File: config.mk
export PLATFORM = sky130hd
export DESIGN_NAME = serial_subtractor
export DESIGN_NICKNAME = d
export VERILOG_FILES = /design/src/rtl/sub_defs.sv /design/src/rtl/full_subtractor.sv /design/src/rtl/serial_subtractor.sv
export SDC_FILE = /design/constraint.sdc
export NUM_CORES = 1
export LEC_CHECK = 0
export ABC_CLOCK_PERIOD_IN_PS = 2400
export CAP_MARGIN = 20
export CORE_AREA = 2 2 39 41
export DETAILED_ROUTE_END_ITERATION = 16
export DIE_AREA = 0 0 41 43
export PLACE_DENSITY = 0.87
export SETUP_SLACK_MARGIN = 0.1
export SLEW_MARGIN = 10
export SYNTH_ARGS = -nofsm -noshare
export SYNTH_HDL_FRONTEND = slang
export SYNTH_SLANG_ARGS = --single-unit
File: constraint.sdc
create_clock -name clk -period 2.4 [get_ports clk]
set_input_delay 0.36 -clock clk [delete_from_list [all_inputs] [get_ports clk]]
set_output_delay 0.36 -clock clk [all_outputs]
set_load 0.02 [all_outputs]
File: src/rtl/sub_defs.sv
// Shared definitions for the serial arithmetic blocks: FSM state encodings.
package sub_defs;

  typedef enum logic [1:0] {
    S_IDLE = 2'd0,
    S_RUN  = 2'd1,
    S_DONE = 2'd2
  } state_t;

endpackage

File: src/rtl/full_subtractor.sv
// 1-bit full subtractor cell, combinational (zero latency, no flow control).
module full_subtractor (
  input  logic x,
  input  logic y,
  input  logic b_in,
  output logic d,
  output logic b_out
);

  assign d     = x ^ y ^ b_in;
  assign b_out = (~x & y) | (~(x ^ y) & b_in);

endmodule

File: src/rtl/serial_subtractor.sv
// Bit-serial d = x - y - b_in, LSB first; accept->done = W+1 cycles, one op per W+2.
// start is taken only while ready=1 (no queuing); SERIAL_SUB_OVF_EN adds the ovf output.
module serial_subtractor
  import sub_defs::*;
#(
  parameter int W = 3
) (
  input  logic         clk,
  input  logic         reset,
  input  logic         start,
  input  logic [W-1:0] x,
  input  logic [W-1:0] y,
  input  logic         b_in,
  output logic         ready,
  output logic         done,
  output logic [W-1:0] d,
  output logic         b_out
`ifdef SERIAL_SUB_OVF_EN
  ,
  output logic         ovf
`endif
);

  localparam int CW = (W > 1) ? $clog2(W) : 1;

  state_t        state, state_nxt;
  logic          load, shift_en, last;
  logic [CW-1:0] count;
  logic [W-1:0]  x_sr, y_sr, res;
  logic          br;
  logic          bit_d, bit_b;

  full_subtractor u_cell (
    .x     (x_sr[0]),
    .y     (y_sr[0]),
    .b_in  (br),
    .d     (bit_d),
    .b_out (bit_b)
  );

  assign last = (count == CW'(W - 1));

  always_ff @(posedge clk) begin
    if (reset) state <= S_IDLE;
    else       state <= state_nxt;
  end

  always_comb begin
    state_nxt = state;
    ready     = 1'b0;
    done      = 1'b0;
    load      = 1'b0;
    shift_en  = 1'b0;
    case (state)
      S_IDLE: begin
        ready = 1'b1;
        if (start) begin
          load      = 1'b1;
          state_nxt = S_RUN;
        end
      end
      S_RUN: begin
        shift_en = 1'b1;
        if (last) state_nxt = S_DONE;
      end
      S_DONE: begin
        done      = 1'b1;
        state_nxt = S_IDLE;
      end
      default: state_nxt = S_IDLE;
    endcase
  end

  // Result enters from the MSB side so after W shifts bit 0 sits at res[0].
  always_ff @(posedge clk) begin
    if (reset) begin
      x_sr  <= '0;
      y_sr  <= '0;
      res   <= '0;
      br    <= 1'b0;
      count <= '0;
    end else if (load) begin
      x_sr  <= x;
      y_sr  <= y;
      br    <= b_in;
      count <= '0;
    end else if (shift_en) begin
      x_sr  <= x_sr >> 1;
      y_sr  <= y_sr >> 1;
      br    <= bit_b;
      res   <= {bit_d, res[W-1:1]};
      count <= count + CW'(1);
    end
  end

  assign d     = res;
  assign b_out = br;

`ifdef SERIAL_SUB_OVF_EN
  logic x_msb, y_msb, ovf_r;

  // The last serial bit is the result MSB, so overflow is settled on the same edge.
  always_ff @(posedge clk) begin
    if (reset) begin
      x_msb <= 1'b0;
      y_msb <= 1'b0;
      ovf_r <= 1'b0;
    end else if (load) begin
      x_msb <= x[W-1];
      y_msb <= y[W-1];
    end else if (shift_en && last) begin
      ovf_r <= (x_msb ^ y_msb) & (bit_d ^ x_msb);
    end
  end

  assign ovf = ovf_r;
`endif

endmodule

== Word-level counts from Yosys, hierarchy flattened ==
Cells that the tools add are included.
Storage, ports and cells
  output and inout bits: 6
  register bits after elaboration: 14
  bits of input ports: 10
Operators by class
  muxes and demuxes: 14
  equality and inequality tests: 5
  add/sub/neg operators: 1
  bitwise gates (word level): 8
  reduce and logical (&&, ||, !) cells: 5
Operator list (count)
  two-way mux 3 bit: 4
  two-way mux 1 bit: 7
  equality test 2 bit (second input constant): 2
  two-way mux 2 bit: 2
  != test 2 bit (second input constant): 2
  one-hot mux 2 bit (2 select lines): 1
  AND reduction 2 bit: 2
  NOT 1 bit: 3
  adder 2 x 1 -> 2 bit (second input constant): 1
  bitwise AND 1 bit: 2
  equality test 2 x 1 -> 1 bit (second input constant): 1
  logical NOT 2 bit: 1
  nonzero test 2 bit: 1
  OR reduction 2 bit: 1
  XOR 1 bit: 2
  OR 1 bit: 1

== Longest topological paths before layout ==
  depth in word-level cells: 6
  gate-level depth with buffers: 5

== Modules after synthesis ==
From an unflattened synthesis, not the netlist that was laid out.
Second synthesis, totals
  cell total of the unflattened synthesis: 78
  area total of the unflattened synthesis: 679.4 um^2
Modules (own cells, without submodules)
  serial_subtractor: instances 1, area each 648.1 um^2, cells each 74
  full_subtractor: instances 1, area each 31.3 um^2, cells each 4

== Worst setup path after synthesis ==
OpenSTA, ideal clock, no wires.
  kind: register to register
  from: register br (netlist: b_out)
  to: register br (netlist: b_out)
  stages on the path, launching flop included: 6
  data arrival time: 1192 ps
  setup slack: 1113 ps
  period minus slack after synthesis: 1287 ps
  required time: 2305 ps
  cells stage by stage: dfxtp_1 > inv_1 > fa_1 > nand2_1 > o21ai_0 > a221oi_1
On the way
  longest elaborated chain between the ends: 4
RTL lines
  start, declared: RTL line serial_subtractor.sv:30  | logic br;
  start signal, assigned: RTL line serial_subtractor.sv:85  | br <= b_in;
  start signal, assigned: RTL line serial_subtractor.sv:90  | br <= bit_b;
  bitwise AND 1 bit: RTL line full_subtractor.sv:11  | assign b_out = (~x & y) | (~(x ^ y) & b_in);
  OR 1 bit: RTL line full_subtractor.sv:11
  two-way mux 1 bit: RTL line serial_subtractor.sv:87  | end else if (shift_en) begin
  two-way mux 1 bit: RTL line serial_subtractor.sv:82  | end else if (load) begin
Every way passes these cells. The select of a mux whose other input is x is not followed.
A chain may end at the register's enable or synchronous reset.

== Worst setup path in the final report ==
  from: register state[1]
  to: output port done
On the way
  longest elaborated chain between the ends: 2
RTL lines
  start, declared: RTL line serial_subtractor.sv:26  | state_t state, state_nxt;
  start signal, assigned: RTL line serial_subtractor.sv:45  | else state <= state_nxt;
  equality test 2 bit: RTL line serial_subtractor.sv:54  | case (state)
  two-way mux 1 bit: RTL line serial_subtractor.sv:54
  end, declared: RTL line serial_subtractor.sv:15  | output logic done,
Every way passes these cells.

==> summary.txt <==
Status -> completed
Commonest non-fill, non-tap cell in the layout -> clkdlybuf4s50_1
# hold bufs at CTS -> 0
Xor/xnor share of the synthesized area -> 0
Hold WS -> 462 ps
Top delay family on crit path -> buffers and inverters
Global-route wire length before repair -> 1900 microns
Non-filler instance count after layout -> 96
Synthesis warning total -> 0
Worst Setup Slack, final -> 451 ps
Ant. Diodes -> 0
Core area -> 1380 sq um
Tcrit/Tclk final -> 0.812
Leakage -> 0.316 nW
Synth Cell Area -> 616 sq um
CP Max Fanout -> 7
# Max-Cap Violations -> 0
Worst path bufs/invs -> 2
Synth Register Bits -> 14
Fin. Hold Viols -> 0
Initial antenna violation count -> 0
Chip height -> 43 microns
Slew @ Worst Pin -> 498 ps
Clk_skew -> 0.636 ps
Largest net degree at the start of global routing -> 15
HP Class -> reg -> reg
Synth Area in Compound Gates -> 0.205
Final wirelength -> 1170 microns
Post-synthesis sequential area ratio -> 0.455
CTS root buffer -> clkbuf_4
GR Overflow Total -> 0
Core Util, Final -> 0.570
Gr usage total -> 0.163
Routed wire per std cell -> 12.2 microns
Starting density of the core -> 0.445
Largest family of logic cells by synthesized area -> compound AO/OA/AOI/OAI gates
Vias in the first global route -> 480
Mean Syn Cell Area -> 9.47 sq um
DRC Markers -> 0
Pwr Total -> 0.484 mW
Layout Cell Area excl Fill -> 788 sq um
Clk buf depth -> 2
Placed Cells -> 93
Crit path DAT -> 1590 ps
Clk_lat worst skew -> 270 ps
Commonest cells after routing, fill and taps aside -> 15 x clkdlybuf4s50_1, 14 x dfxtp_1, 11 x nor2_1, 6 x inv_1
Routability Congestion -> 0.736
Min Tclk post-route -> 1950 ps
Simple logic cell fraction of the synthesized area -> 0.144
Final Setup Violations -> 0
# rows -> 14
Cts bufs inserted -> 3
Clock sinks -> 14
Adder-cell share of the synthesized area -> 0.0528
Die area -> 1760 sq um
Area growth syn-to-layout -> 28.0%
CP endpoint kind -> output port
Synthesized instance count -> 65
Detailed Route Iter0 Violations -> 11
Clk pin slew, worst setup/hold paths -> 80 ps
RSZ-0062 raised after global routing -> false
DR vias/cell -> 5.40
Fin nets -> 94
DR pass1 iterations -> 4
IO Port Bufs -> 15
Via count -> 518
Slew Limit Fails -> 0
Setup_tns -> 0 ps
CP peak stage delay -> 610 ps
Share of cells above drive strength 1 -> 0.0750
Maximum clock frequency -> 513 MHz
Setup bufs post-CTS -> 0
Crit-path cells -> inv_1, nor2_1, clkdlybuf4s50_1
Placed inst area -> 766 sq um
Relative max-transition margin -> 0.667
Slowest cell on the critical path -> clkdlybuf4s50_1
Placement Setup Slack -> 726 ps
# IOs -> 16
Netlist cell types -> 25
PD cells -> 615 nW/um^2
Worst VDD drop -> 342 uV
Mux share of post-synthesis cell area -> 0.0732
Critical path type -> reg -> out
Die X -> 41 microns
DRT antenna net count -> 0
Syn Nets -> 77
Worst Path Required -> 2040 ps
CTS tree -> yes
# resized after CTS -> 0
Worst setup SP type -> register
H-tree depth -> 1
Final HPWL from detailed placement -> 916 microns
## worst paths after layout
kind | slack [ps] | cells past startpoint | to | from
min | 460 | 2 | count[0] | count[0]
max | 450 | 3 | done | state[1]
min reg2reg | 460 | 2 | count[0] | count[0]
max reg2reg | 950 | 3 | y_sr[1] | state[0]
## per-layer routing
metal  vias up  global-route usage  wire length, microns
met2        15               0.266                   621
met5         -                   0                     0
met1       242               0.170                   485
met3         2              0.0471                    42
li1        259                   -                     -
met4         0               0.100                    19
## cells by family after synthesis
logic type	count (synthesis)
flops	14
compound gates	17
fa+ha+maj	2
buf+inv	9
mux	4
simple gates	19
## power by group
part / switching [mW] / total, mW / internal, mW
combinational: 0.0444 / 0.0962 / 0.0518
sequential: 0.0131 / 0.262 / 0.249
clock: 0.0684 / 0.126 / 0.0580
## state kept, by name, indices dropped and copies added (netlist names)
name,count
y_sr,3
b_out,1
x_sr,3
count,2
state,2
d,3
## Yosys cell counts
| cell type | number | area share |
|---|---|---|
| dfxtp_1 | 14 | 0.46 |
| nor2_1 | 11 | 0.067 |
| inv_1 | 6 | 0.037 |
| mux2i_1 | 3 | 0.049 |
| nor3b_1 | 3 | 0.037 |
| a211oi_1 | 2 | 0.024 |
| a21oi_1 | 2 | 0.016 |
| a221oi_1 | 2 | 0.028 |
| a22oi_1 | 2 | 0.024 |
| nand2_1 | 2 | 0.012 |
| nand2b_1 | 2 | 0.020 |
| o21ai_0 | 2 | 0.016 |
| o22ai_1 | 2 | 0.020 |
| a2bb2oi_1 | 1 | 0.014 |
| buf_2 | 1 | 0.0081 |
| buf_6 | 1 | 0.018 |
| clkbuf_1 | 1 | 0.0061 |
| fa_1 | 1 | 0.033 |
| ha_1 | 1 | 0.020 |
| mux2_4 | 1 | 0.024 |
| nand3_1 | 1 | 0.0081 |
| o21a_1 | 1 | 0.012 |
| o21ba_2 | 1 | 0.016 |
| o21bai_2 | 1 | 0.018 |
| o2bb2ai_1 | 1 | 0.014 |
## worst register-to-register path: stages, from the launching register on
cell and delay (ps):
dfxtp_1 540, nand2b_1 290, mux2_4 360, o21a_1 160
## final cells by class
cell class              instances  area (sq um)
fillers                       141           596
flip-flops and latches         14           280
inverters                       6          22.5
multi-input cells              42           293
clock buffers                   3          22.5
repair buffers                 15           150
well taps                      16          20.0
Note: power is estimated with default switching activity, not from simulation.
